### src/rtl/multicycle_controller.sv
// Multi-cycle RV32I sequencer: shares one fetch port and one data port across FETCH/DECODE/EXEC/MEM/WB.
// Latency: ALU/branch/jump 4 cycles, load 5, store 4, plus one cycle per memory wait cycle.
// Backpressure: imem_req/dmem_req stay high until the matching ready is sampled; never withdrawn.
//
// Ports:
//   clk, rst                 clock and synchronous active-high reset (all outputs forced to 0 while high)
//   imem_req / imem_ready    instruction fetch handshake; ir_load pulses when the fetch completes
//   dec_*                    decoder control outputs, read only in EXEC, MEM and WB
//   dmem_req / dmem_we       data access request and write strobe; dmem_ready completes it
//   mdr_load                 latch load data on load completion
//   rf_we, pc_write          register-file write and PC update enables
//   instr_retired            one-cycle pulse per completed instruction
//   state                    current state encoding
//   fault                    sticky wait-timeout fault
//
// Optional feature: define MCYC_TIMEOUT_EN to bound memory waits to TIMEOUT_CYCLES, after
// which the FSM parks in FAULT until reset. Without it waits are unbounded and fault is 0.

module multicycle_controller #(
    parameter int unsigned TIMEOUT_CYCLES = 16
) (
    input  logic       clk,
    input  logic       rst,
    output logic       imem_req,
    input  logic       imem_ready,
    output logic       ir_load,
    input  logic       dec_reg_write,
    input  logic       dec_mem_read,
    input  logic       dec_mem_write,
    input  logic       dec_branch,
    input  logic       dec_jump,
    input  logic       dec_jalr,
    output logic       dmem_req,
    output logic       dmem_we,
    input  logic       dmem_ready,
    output logic       mdr_load,
    output logic       rf_we,
    output logic       pc_write,
    output logic       instr_retired,
    output logic [2:0] state,
    output logic       fault
);

    localparam logic [2:0] ST_FETCH  = 3'd0;
    localparam logic [2:0] ST_DECODE = 3'd1;
    localparam logic [2:0] ST_EXEC   = 3'd2;
    localparam logic [2:0] ST_MEM    = 3'd3;
    localparam logic [2:0] ST_WB     = 3'd4;
    localparam logic [2:0] ST_FAULT  = 3'd5;

    logic [2:0] state_q;
    logic [2:0] state_d;

    // Branch/jump target selection lives in the datapath; these all take the WB path here.
    logic unused_dec;
    assign unused_dec = dec_branch ^ dec_jump ^ dec_jalr;

    // Both read and write high is treated as a store.
    logic is_store;
    logic is_load;
    assign is_store = dec_mem_write;
    assign is_load  = dec_mem_read & ~dec_mem_write;

    // True in a cycle spent waiting on a memory ready.
    logic waiting;
    assign waiting = ((state_q == ST_FETCH) & ~imem_ready) |
                     ((state_q == ST_MEM)   & ~dmem_ready);

`ifdef MCYC_TIMEOUT_EN
    localparam int CNT_W = $clog2(TIMEOUT_CYCLES + 1);

    logic [CNT_W-1:0] wait_cnt;
    logic             timeout_hit;

    // Current wait cycle is the TIMEOUT_CYCLES-th one without ready; a ready in it wins
    // because waiting is already low then.
    assign timeout_hit = waiting && (wait_cnt == CNT_W'(TIMEOUT_CYCLES - 1));

    always_ff @(posedge clk) begin
        if (rst) begin
            wait_cnt <= '0;
        end else if ((state_d != state_q) && ((state_d == ST_FETCH) || (state_d == ST_MEM))) begin
            wait_cnt <= '0;
        end else if (waiting && (wait_cnt != CNT_W'(TIMEOUT_CYCLES))) begin
            wait_cnt <= wait_cnt + CNT_W'(1);
        end
    end
`else
    localparam int unsigned unused_timeout_cycles = TIMEOUT_CYCLES;

    logic timeout_hit;
    assign timeout_hit = 1'b0;
`endif

    always_comb begin
        state_d = ST_FETCH;
        case (state_q)
            ST_FETCH: begin
                if (imem_ready)       state_d = ST_DECODE;
                else if (timeout_hit) state_d = ST_FAULT;
                else                  state_d = ST_FETCH;
            end
            ST_DECODE: state_d = ST_EXEC;
            ST_EXEC: begin
                if (dec_mem_read | dec_mem_write) state_d = ST_MEM;
                else                              state_d = ST_WB;
            end
            ST_MEM: begin
                if (dmem_ready)       state_d = is_store ? ST_FETCH : ST_WB;
                else if (timeout_hit) state_d = ST_FAULT;
                else                  state_d = ST_MEM;
            end
            ST_WB: state_d = ST_FETCH;
`ifdef MCYC_TIMEOUT_EN
            ST_FAULT: state_d = ST_FAULT;
`endif
            // 6/7 (and FAULT when the timeout is compiled out) recover to FETCH.
            default: state_d = ST_FETCH;
        endcase
    end

    always_ff @(posedge clk) begin
        if (rst) state_q <= ST_FETCH;
        else     state_q <= state_d;
    end

    // Every output is gated by ~rst so an instruction caught by reset never writes or retires.
    logic run;
    logic mem_done;
    assign run      = ~rst;
    assign mem_done = run && (state_q == ST_MEM) && dmem_ready;

    always_comb begin
        imem_req      = run && (state_q == ST_FETCH);
        ir_load       = run && (state_q == ST_FETCH) && imem_ready;
        dmem_req      = run && (state_q == ST_MEM);
        dmem_we       = run && (state_q == ST_MEM) && is_store;
        mdr_load      = mem_done && is_load;
        rf_we         = run && (state_q == ST_WB) && dec_reg_write;
        pc_write      = (run && (state_q == ST_WB)) || (mem_done && is_store);
        instr_retired = (run && (state_q == ST_WB)) || (mem_done && is_store);
        state         = run ? state_q : 3'd0;
`ifdef MCYC_TIMEOUT_EN
        fault         = run && (state_q == ST_FAULT);
`else
        fault         = 1'b0;
`endif
    end

endmodule
### config.mk
export PLATFORM = sky130hd
export DESIGN_NAME = multicycle_controller
export DESIGN_NICKNAME = d
export VERILOG_FILES = /design/src/rtl/multicycle_controller.sv
export SDC_FILE = /design/constraint.sdc
export NUM_CORES = 1
export LEC_CHECK = 0
export ABC_AREA = 1
export CORE_AREA = 4 4 41 43
export CTS_CLUSTER_DIAMETER = 100
export DETAILED_ROUTE_END_ITERATION = 10
export DIE_AREA = 0 0 45 47
export PLACE_DENSITY = 0.66
export SLEW_MARGIN = 20
export SYNTH_ARGS = -nofsm -noshare
export SYNTH_HDL_FRONTEND = slang
export SYNTH_SLANG_ARGS = --single-unit
### constraint.sdc
create_clock -name clk -period 2.2 [get_ports clk]
set_clock_uncertainty 0.1 [all_clocks]
set_input_delay 0.55 -clock clk [delete_from_list [all_inputs] [get_ports clk]]
set_output_delay 0.55 -clock clk [all_outputs]
set_load 0.1 [all_outputs]
==> results.txt <==
----------------------------------------------------
[Global routing]
  Largest net degree at the start of global routing ... 8
  Met3 Use GR ... 0.00383
  Antenna violations before repair ... 0
  Wire length of the first global-routing pass ... approximately 1200 µm
  Number of global-route vias before repair ... 332
  Overall fraction of global-route tracks in use ... 0.0805
  Sum of overflow across all layers after global routing ... 0
  Gr busiest metal ... met2
  GR met1 Demand/Resource ... 0.0862
  Global-route met2 utilization ... 0.153

[Floorplan]
  Num rows ... 13
  Core Box Area ... between 1000 and 1500 µm²
  I/O pins ... 22
  Die Ht ... between 40 and 50 µm
  Effective utilization at floorplan ... 0.212
  Die outline width ... 45 µm
  Area enclosed by the die boundary ... 2120 µm²

[Timing]
  Max-slew violations ... 0
  Final period util ... 0.959
  Final hold vios ... 0
  Setup repair after global routing missed its margin ... false
  Fmax ... approximately 470 MHz
  Fin worst setup slack ... around 0.091 ns
  Period minus WS final ... between 2 and 2.5 ns
  Final setup vio count ... 0

[Worst setup path]
  Reg-to-Reg Start ... state_q[0]
  Worst path cell trace ... clkdlybuf4s50_1 > inv_1 > nor3_4 > buf_12
  Worst reg2reg setup slack ... slightly above 0.9 ns
  Endpoint required time on the critical path ... about 1.6 ns
  Slowest Stage Delay on Critical Path ... 0.48 ns
  Crit path max-delay cell type ... sky130_fd_sc_hd__clkdlybuf4s50_1
  Endpoint of the most critical register-to-register path ... state_q[2]
  Path type of the worst setup path ... in -> out
  Nature of the critical path endpoint ... primary output
  Worst R2R Path Depth ... 6
  Startpoint of the most critical setup path ... dec_mem_read
  Maximum fanout along the worst path ... 2
  Critical path launch point type ... input port
  Critical path data arrival time ... 1.46 ns

[Power and ir drop]
  Total leakage power ... about 0.34 nW
  Reg power frac ... 0.176
  Share of total power in the clock network ... 0.261
  Logic gate share of total power ... 0.563
  Worst voltage drop across the vdd grid ... between 0.0002 and 0.00025 V
  Total power divided by cell area ... between 500 and 600 nW/µm²
  Switching component of the power ... ~180 µW
  Power after layout ... approximately 390 µW
  Internal cell power ... around 210 µW
  Switching share of total power ... 0.464

[Drt]
  Average routed wire per standard cell ... 8.61 µm
  DRC viols ... 0
  Detailed Route WL ... 792 µm
  Mean number of vias per cell ... ~4.0
  Via total after detailed routing ... roughly 370
  Drt pass-1 iters ... 4
  DR iter-0 viols ... 3
  Post-DRT Antenna Nets ... 0

[Yosys]
  Syn_nets ... 56
  Synthesized instance count ... between 40 and 50
  Synth unique cells ... 15
  Synthesis warning total ... 0
  Share of synthesized area occupied by flip-flops and latches ... 0.217
  Post-Syn Area per Cell ... 6.01 µm²
  Netlist area before placement ... about 280 µm²
  Number of storage elements in the synthesis netlist ... 3

[Clock tree]
  Clock sink total ... 3
  Clock tree from TritonCTS ... built
  H-tree depth ... 1
  Hold bufs inserted after CTS ... 0
  Total clock buffers created by CTS ... 3
  Clock transition time at the flip-flop clock pins of the worst setup and hold paths ... roughly 0.04 ns
  Worst-skew pair later-pin latency ... between 0.2 and 0.25 ns
  Clock Tree Buf Depth ... 2
  Cell chosen for the clock root ... sky130_fd_sc_hd__clkbuf_4

[Min path]
  Worst min-delay path endpoint ... state_q[1]
  Hold depth ... 2
  HP Class ... reg -> reg
  Critical hold path startpoint ... state_q[0]

[Layout]
  Share of final-layout standard cells stronger than drive strength 1 ... 0.571
  Reg with most FFs ... state_q
  Number of flip-flops under the largest register name ... 3
  Layout Nets ... 88
  Area taken by flip-flops and latches ... ~60 µm²
  Registers with the most flip-flops ... state_q x3
  Final design utilization ... 0.583
  Area overhead of the layout relative to synthesis ... 174%
  Area of combinational cells with multiple inputs ... around 240 µm²
  Antenna cells ... 0
  Number of inserted filler cells in the final layout ... between 100 and 150

[Status]
  Run status ... finished clean

[Flow run]
  # Max-Cap Violations ... 0

[Place]
  HPWL after detailed placement ... between 600 and 700 µm
  Post-Place Setup Slack ... -0.156 ns
  Routability congestion estimate ... ~0.7
  Number of buffers added on ports ... 17

----------------------------------------------------
-- critical path: cells and delay by family --
kind / cells / cell delay, ns
buffers and inverters: 3 / 0.76
and+or+nand+nor: 1 / 0.16
-- cell usage in the layout (no fill, tap or decap) --
cell type / netlist / layout
sky130_fd_sc_hd__buf_12: 0 / 11
sky130_fd_sc_hd__buf_4: 2 / 11
sky130_fd_sc_hd__nand2_1: 11 / 7
sky130_fd_sc_hd__inv_1: 7 / 6
sky130_fd_sc_hd__nor2_1: 8 / 6
sky130_fd_sc_hd__nand2_2: 1 / 3
sky130_fd_sc_hd__nor2_4: 1 / 3
sky130_fd_sc_hd__nand3_1: 4 / 3
sky130_fd_sc_hd__clkbuf_4: 0 / 3
sky130_fd_sc_hd__clkdlybuf4s50_1: 0 / 3
sky130_fd_sc_hd__dfxtp_1: 3 / 3
sky130_fd_sc_hd__nor3_4: 0 / 2
sky130_fd_sc_hd__nor2_2: 2 / 2
sky130_fd_sc_hd__dlygate4sd2_1: 0 / 2
sky130_fd_sc_hd__buf_6: 1 / 2
sky130_fd_sc_hd__inv_2: 1 / 1
sky130_fd_sc_hd__clkinvlp_4: 0 / 1
sky130_fd_sc_hd__nor4_4: 0 / 1
sky130_fd_sc_hd__nand2_4: 0 / 1
sky130_fd_sc_hd__nand3_2: 0 / 1
sky130_fd_sc_hd__nand2_8: 0 / 1
sky130_fd_sc_hd__a21oi_2: 1 / 1
sky130_fd_sc_hd__conb_1: 1 / 1
sky130_fd_sc_hd__clkbuf_1: 0 / 1
sky130_fd_sc_hd__clkdlybuf4s15_1: 0 / 1
-- cells by family after synthesis --
group,count (synthesis),share of synthesized area
compound gates,1,0.0317
simple gates,30,0.534
buf+inv,11,0.204
flops,3,0.217
other cells,1,0.0136
-- metrics by stage --
step / TNS, ns / hold WS [ns] / std cells / cell area [µm²]
finish: 0 / 0.425 / 92 / 758
global placement: -0.723 / 0.405 / 87 / 708
floorplan: -2.87 / 0.384 / 46 / 367
detailed placement: -0.838 / 0.416 / 87 / 708
global route: 0 / 0.463 / 92 / 758
CTS: 0 / 0.427 / 92 / 757
-- synthesized netlist by cell type, drive strengths merged --
master	number	share of area
nand3	4	0.072
buf	3	0.095
nand2	12	0.17
nor3	2	0.072
dfxtp	3	0.22
conb	1	0.014
inv	8	0.11
a21oi	1	0.032
nor4	1	0.023
nor2	11	0.19
-- final cells by class --
class	instances	share of cell area
repair buffers	30	0.505
multi-input cells	32	0.312
flip-flops and latches	3	0.0792
inverters	8	0.0446
clock buffers	4	0.0347
well taps	15	0.0248
-- power groups by stage --
stage               logic, mW  clock network, mW  registers (mW)
detailed placement      0.221                  0          0.0702
CTS                     0.224              0.102          0.0692
global placement        0.219                  0          0.0699
floorplan               0.143                  0          0.0687
finish                  0.222              0.103          0.0692
global route            0.231              0.104          0.0701
-- per-layer routing --
metal  vias to the layer above  routed length [µm]
li1                        197                   -
met1                       156                 306
met2                        16                 392
met3                         2                  85
met4                         0                   8
met5                         -                   0
-- timing repair --
| action | in CTS | in global routing |
|---|---|---|
| pin swaps | 5 | 3 |
| resized for setup | 8 | 1 |
| endpoints found under the hold margin | 0 | 0 |
| buffers inserted | 1 | 0 |
| setup endpoints to repair | 10 | 2 |
-- worst max-delay path by stage --
stage	cells after the start	endpoint	slack [ns]
after CTS	6	pc_write	0.004
after global placement	6	instr_retired	-0.14
final	4	mdr_load	0.09
after detailed placement	6	pc_write	-0.16
after floorplan	5	pc_write	-0.63
after global routing	6	pc_write	0.01
Power figures use the tool's default switching activity.
